`src/rtl/tour_cmd.sv`:
```
// Replays a solved knight's tour as motion commands: each one-hot move becomes a vertical leg (opcode 2) then a horizontal leg (opcode 3).
// Latency: commands are combinational from state and move; no extra read latency. Backpressure: each leg waits on clr_cmd_rdy, then on send_resp.
// Optional macro TOUR_MOVE_CHK_EN aborts the tour on a non-one-hot move (resp=8'hEE until the next start_tour or reset).
module tour_cmd #(
    parameter int NUM_MOVES = 24
) (
    input  logic        clk,
    input  logic        rst_n,
    input  logic        start_tour,
    input  logic [7:0]  move,
    output logic [4:0]  mv_indx,
    input  logic [15:0] cmd_UART,
    input  logic        cmd_rdy_UART,
    input  logic        clr_cmd_rdy,
    output logic        clr_cmd_rdy_UART,
    input  logic        send_resp,
    output logic [15:0] cmd,
    output logic        cmd_rdy,
    output logic [7:0]  resp
);

    localparam logic [2:0] IDLE  = 3'd0;
    localparam logic [2:0] VERT  = 3'd1;
    localparam logic [2:0] VHOLD = 3'd2;
    localparam logic [2:0] HORZ  = 3'd3;
    localparam logic [2:0] HHOLD = 3'd4;

    localparam logic [3:0] OP_MOVE    = 4'h2;
    localparam logic [3:0] OP_FANFARE = 4'h3;

    localparam logic [7:0] HDG_NORTH = 8'h00;
    localparam logic [7:0] HDG_WEST  = 8'h3F;
    localparam logic [7:0] HDG_SOUTH = 8'h7F;
    localparam logic [7:0] HDG_EAST  = 8'hBF;

    localparam logic [7:0] RESP_DONE  = 8'hA5;
    localparam logic [7:0] RESP_BUSY  = 8'h5A;
    localparam logic [7:0] RESP_ABORT = 8'hEE;

    localparam logic [4:0] LAST_IDX = 5'(NUM_MOVES - 1);

    logic [2:0]  state_q, state_d;
    logic [4:0]  mv_indx_q, mv_indx_d;

    logic        dx_east, dy_north;
    logic [3:0]  dx_mag, dy_mag;
    logic [15:0] vert_cmd, horz_cmd;
    logic        bad_move;
    logic        abort_show;

    // Sign/magnitude decode; anything not one-hot falls through as (0,0).
    always_comb begin
        dx_east  = 1'b0;
        dx_mag   = 4'd0;
        dy_north = 1'b0;
        dy_mag   = 4'd0;
        case (move)
            8'h01: begin dx_mag = 4'd1; dy_north = 1'b1; dy_mag = 4'd2; end
            8'h02: begin dx_east = 1'b1; dx_mag = 4'd1; dy_north = 1'b1; dy_mag = 4'd2; end
            8'h04: begin dx_mag = 4'd2; dy_north = 1'b1; dy_mag = 4'd1; end
            8'h08: begin dx_mag = 4'd2; dy_mag = 4'd1; end
            8'h10: begin dx_mag = 4'd1; dy_mag = 4'd2; end
            8'h20: begin dx_east = 1'b1; dx_mag = 4'd1; dy_mag = 4'd2; end
            8'h40: begin dx_east = 1'b1; dx_mag = 4'd2; dy_mag = 4'd1; end
            8'h80: begin dx_east = 1'b1; dx_mag = 4'd2; dy_north = 1'b1; dy_mag = 4'd1; end
            default: begin
                dx_east  = 1'b0;
                dx_mag   = 4'd0;
                dy_north = 1'b0;
                dy_mag   = 4'd0;
            end
        endcase
    end

    assign vert_cmd = {OP_MOVE,    dy_north ? HDG_NORTH : HDG_SOUTH, dy_mag};
    assign horz_cmd = {OP_FANFARE, dx_east  ? HDG_EAST  : HDG_WEST,  dx_mag};

`ifdef TOUR_MOVE_CHK_EN
    logic move_one_hot;
    logic err_q, err_d;

    assign move_one_hot = (move != 8'h00) && ((move & (move - 8'h01)) == 8'h00);
    assign bad_move     = (state_q == VERT) && !move_one_hot;
    // Abort status is visible in the offending cycle and sticks until restart.
    assign abort_show   = err_q || bad_move;

    always_comb begin
        err_d = err_q;
        if ((state_q == IDLE) && start_tour) begin
            err_d = 1'b0;
        end else if (bad_move) begin
            err_d = 1'b1;
        end
    end

    always_ff @(posedge clk or negedge rst_n) begin
        if (!rst_n) begin
            err_q <= 1'b0;
        end else begin
            err_q <= err_d;
        end
    end
`else
    assign bad_move   = 1'b0;
    assign abort_show = 1'b0;
`endif

    always_comb begin
        state_d   = state_q;
        mv_indx_d = mv_indx_q;
        case (state_q)
            IDLE: begin
                if (start_tour) begin
                    mv_indx_d = 5'd0;
                    state_d   = VERT;
                end
            end
            VERT: begin
                if (bad_move) begin
                    state_d = IDLE;
                end else if (clr_cmd_rdy) begin
                    state_d = VHOLD;
                end
            end
            VHOLD: begin
                if (send_resp) begin
                    state_d = HORZ;
                end
            end
            HORZ: begin
                if (clr_cmd_rdy) begin
                    state_d = HHOLD;
                end
            end
            HHOLD: begin
                if (send_resp) begin
                    if (mv_indx_q == LAST_IDX) begin
                        state_d = IDLE;
                    end else begin
                        mv_indx_d = mv_indx_q + 5'd1;
                        state_d   = VERT;
                    end
                end
            end
            default: state_d = IDLE;
        endcase
    end

    always_ff @(posedge clk or negedge rst_n) begin
        if (!rst_n) begin
            state_q   <= IDLE;
            mv_indx_q <= 5'd0;
        end else begin
            state_q   <= state_d;
            mv_indx_q <= mv_indx_d;
        end
    end

    assign mv_indx = mv_indx_q;

    // UART traffic only reaches the command processor while no tour is running.
    always_comb begin
        cmd              = cmd_UART;
        cmd_rdy          = cmd_rdy_UART;
        clr_cmd_rdy_UART = clr_cmd_rdy;
        case (state_q)
            IDLE: begin
                cmd              = cmd_UART;
                cmd_rdy          = cmd_rdy_UART;
                clr_cmd_rdy_UART = clr_cmd_rdy;
            end
            VERT: begin
                cmd              = vert_cmd;
                cmd_rdy          = !bad_move;
                clr_cmd_rdy_UART = 1'b0;
            end
            VHOLD: begin
                cmd              = vert_cmd;
                cmd_rdy          = 1'b0;
                clr_cmd_rdy_UART = 1'b0;
            end
            HORZ: begin
                cmd              = horz_cmd;
                cmd_rdy          = 1'b1;
                clr_cmd_rdy_UART = 1'b0;
            end
            HHOLD: begin
                cmd              = horz_cmd;
                cmd_rdy          = 1'b0;
                clr_cmd_rdy_UART = 1'b0;
            end
            default: begin
                cmd              = cmd_UART;
                cmd_rdy          = 1'b0;
                clr_cmd_rdy_UART = 1'b0;
            end
        endcase
    end

    always_comb begin
        if (abort_show) begin
            resp = RESP_ABORT;
        end else if ((state_q == IDLE) || ((state_q == HHOLD) && (mv_indx_q == LAST_IDX))) begin
            resp = RESP_DONE;
        end else begin
            resp = RESP_BUSY;
        end
    end

endmodule

```
`config.mk`:
```
export PLATFORM = sky130hd
export DESIGN_NAME = tour_cmd
export DESIGN_NICKNAME = d
export VERILOG_FILES = /design/src/rtl/tour_cmd.sv
export SDC_FILE = /design/constraint.sdc
export NUM_CORES = 1
export LEC_CHECK = 0
export ABC_AREA = 0
export ABC_CLOCK_PERIOD_IN_PS = 2029
export CAP_MARGIN = 20
export CORE_MARGIN = 1.5
export CORE_UTILIZATION = 35
export CTS_CLUSTER_DIAMETER = 200
export CTS_CLUSTER_SIZE = 8
export DETAILED_ROUTE_END_ITERATION = 10
export HOLD_SLACK_MARGIN = 0.12
export PLACE_DENSITY = 0.79
export SETUP_SLACK_MARGIN = 0.1
export SYNTH_ARGS = -nofsm -noshare
export SYNTH_HDL_FRONTEND = slang
export SYNTH_SLANG_ARGS = --single-unit
```
`constraint.sdc`:
```
create_clock -name clk -period 2.03 [get_ports clk]
set_input_delay 0.3045 -clock clk [delete_from_list [all_inputs] [get_ports clk]]
set_output_delay 0.3045 -clock clk [all_outputs]
set_load 0.005 [all_outputs]
```
==> results.py <==
metrics = {
    "power": {
        "total_power_mw": 2.549,
        "pwr-share-comb": 0.849,
        "power_density_nw_per_um2": 1110,
        "clkPwrFrac": 0.051,
        "seqPwrFrac": 0.100,
        "irDropWorstVdd_v": 0.0007097,
        "cellInternalPower_mw": 1.477,
        "p_leak_nw": 1.074,
        "switchingPower_mw": 1.072,
        "p_sw_frac": 0.4205,
    },
    "final_layout": {
        "final_cell_count_no_fill": 277,
        "multiInputGateArea_um2": 928.4,
        "layout_common_cells": "buf_4, clkdlybuf4s50_1, buf_6",
        "n_antenna_cell": 0,
        "final_core_util": 0.8116,
        "syn2layout_area_growth_pct": 115.9,
        "seqCellArea_um2": 202.7,
        "layout_commonest_cell": "buf_4",
        "final_area_um2": 2296,
        "fillers": 160,
        "drive_gt1_frac": 0.5000,
        "layout.nets": 279,
    },
    "worst_setup_path": {
        "cpPeakStageDelay_ps": 530,
        "path_cells": "buf_6 > or4_4 > or3_1 > or3_4 > buf_6 > o21a_1 > buf_2",
        "path_class": "input port to output pin",
        "cp.depth": 7,
        "setup.worst_path.start_class": "input port",
        "crit_top_cell": "buf_6",
        "worstSetupEndpoint": "cmd[9]",
        "crit_buf_inv": 3,
        "r2r_cells": 7,
        "r2r_slack_ps": 20,
        "slowest_stage": "or4_4",
        "r2r_start": "state_q[2]",
        "cp_top_family": "simple AND/OR/NAND/NOR gates",
        "arrival_ps": 1950,
        "reg2reg_to": "mv_indx[4]",
        "endpoint_kind": "output pin",
        "critPathMaxFanout": 3,
        "required_ps": 1730,
        "crit_path_start": "move[6]",
    },
    "status": {
        "violations": "DRC, setup timing",
        "status": "complete, but fails checks",
    },
    "global_routing": {
        "grt_pass1_vias": 1498,
        "grt_first_pass_wirelength_mm": 7.258,
        "antenna_found_initial": 0,
        "overflow": 0,
        "grtUsageTotal": 0.2778,
        "grt_max_degree": 12,
    },
    "timing": {
        "rsz0062_at_grt": "true",
        "hold_viol": 0,
        "setup_viol": 10,
        "drv_slew": 0,
        "worstMarginPinSlew_ps": 427.4,
        "max_freq_mhz": 444.5,
        "clock-skew-final_ps": 2.664,
        "min_period_ps": 2250,
        "post-route-period-util": 1.108,
        "maxSlewHeadroom": 0.7142,
        "setup_slack_ps": -219.6,
    },
    "cts": {
        "cts-root-buf": "clkbuf_4",
        "clock-sinks": 8,
        "clock_path_buffers": 2,
        "clock_latency_ps": 250,
        "numCtsBuffers": 3,
        "cts_tree": "built",
        "h-tree-depth": 1,
        "path_clk_slew_ps": 60,
    },
    "yosys": {
        "ys_seq_area_frac": 0.1882,
        "ys_warn_count": 0,
        "syn_inst": 140,
        "synth.avg_cell_area_um2": 7.597,
        "ys_ff_latch": 8,
        "synth-edff-count": 0,
        "synth_ff_type": "dfrtp_1",
        "ys_types": 46,
        "syn_nets": 171,
        "async_flop_share": 1.000,
        "synth_area_um2": 1064,
    },
    "floorplan": {
        "core_area_um2": 2829,
        "die_y_um": 58.13,
        "start_util": 0.3759,
        "rows": 19,
        "die_w_um": 58.13,
        "die_area_um2": 3379,
        "io_pins": 61,
    },
    "placement": {
        "place.gp.congestion": 0.8545,
        "dp.cells": 248,
        "io_buffers": 60,
        "dpl.hpwl_mm": 2.798,
        "dp_slack_ps": -872.6,
        "dpl_cell_area_um2": 1849,
    },
    "routing": {
        "vias": 1637,
        "drt_iter0_drc": 93,
        "wl_per_cell_um": 19.65,
        "avgViaCountPerCell": 5.910,
        "wl_mm": 5.443,
        "drc": 6,
        "postRouteAntennaNets": 0,
        "drtPass1Iterations": 11,
    },
    "hold_path": {
        "hold_path.class": "input port to async pin",
    },
    "job": {
        "drv_cap": 0,
    },
}
==> cell families after synthesis <==
family,share of synthesized area
AO/OA/AOI/OAI,0.2647
adder cells (fa/ha/maj),0.01176
flip-flops,0.1882
XOR/XNOR,0.06707
AND/OR/NAND/NOR,0.3330
buffers and inverters,0.1353
==> stage by stage <==
| stage | hold WS [ps] | TNS (ps) |
|---|---|---|
| final | 333.1 | -1404 |
| after global routing | 352.3 | -1747 |
| after floorplan | 8.909 | 0 |
| after CTS | 344.7 | -3430 |
| after global placement | 555.0 | -7333 |
| after detailed placement | 583.8 | -7694 |
==> synth_stat cells, drive strengths merged, types with 2 or more instances <==
master / count / area [µm²]
xor2: 2 / 17.52
xnor2: 4 / 53.81
or4b: 2 / 20.02
or4: 5 / 37.54
nand2: 6 / 22.52
o21ai: 6 / 30.03
dfrtp: 8 / 200.2
a221oi: 2 / 17.52
a31oi: 2 / 12.51
buf: 13 / 106.3
nor2b: 7 / 43.79
or2: 3 / 18.77
o22ai: 3 / 18.77
inv: 7 / 26.28
nand3: 9 / 45.04
and3: 5 / 31.28
nor4b: 2 / 17.52
or3: 3 / 18.77
nor3: 6 / 30.03
clkbuf: 3 / 11.26
o211ai: 2 / 15.01
o21a: 6 / 45.04
a21oi: 6 / 30.03
o31ai: 4 / 30.03
nor2: 9 / 33.78
==> timing repair <==
item | 4_1_cts | 5_1_grt
setup endpoints to repair | 29 | 30
pin swaps | 17 | 18
endpoints found under the hold margin | 0 | 0
buffers inserted | 16 | 11
hold buffers | 0 | 0
resized for setup | 108 | 51
==> final cells by class <==
type	instances	share of cell area
timing repair buffer	119	0.4692
sequential	8	0.08828
multi-input combinational	109	0.4044
inverter	7	0.01144
tap	31	0.01689
clock buffer	3	0.009809
==> state kept, by name, indices dropped and copies added (netlist names) <==
name     count
mv_indx      5
state_q      3
==> how the worst min path moves through the flow <==
stage | depth (start not counted) | start | slack, ps | endpoint
after detailed placement | 2 | mv_indx[3] | 580 | mv_indx[3]
after floorplan | 0 | rst_n | 9 | mv_indx[0]
after global placement | 2 | mv_indx[4] | 550 | mv_indx[4]
after global routing | 1 | rst_n | 350 | mv_indx[4]
final | 1 | rst_n | 330 | state_q[1]
after CTS | 1 | rst_n | 340 | mv_indx[2]
==> power by group through the flow <==
stage                     Clock (mW)  Sequential (mW)  Combinational (mW)
after detailed placement           0            0.240                1.77
final                          0.130            0.255                2.16
after CTS                      0.125            0.244                1.87
after floorplan                    0            0.233               0.841
after global routing           0.143            0.257                2.28
after global placement             0            0.236                1.72
==> layer usage <==
metal | track usage | routed length [µm] | vias to the layer above
met5 | 0 | 0 | -
met4 | 0.09967 | 168 | 0
met3 | 0.03125 | 477 | 18
met2 | 0.4984 | 2724 | 109
met1 | 0.3407 | 2073 | 776
li1 | - | - | 734
Power figures use the tool's default switching activity.
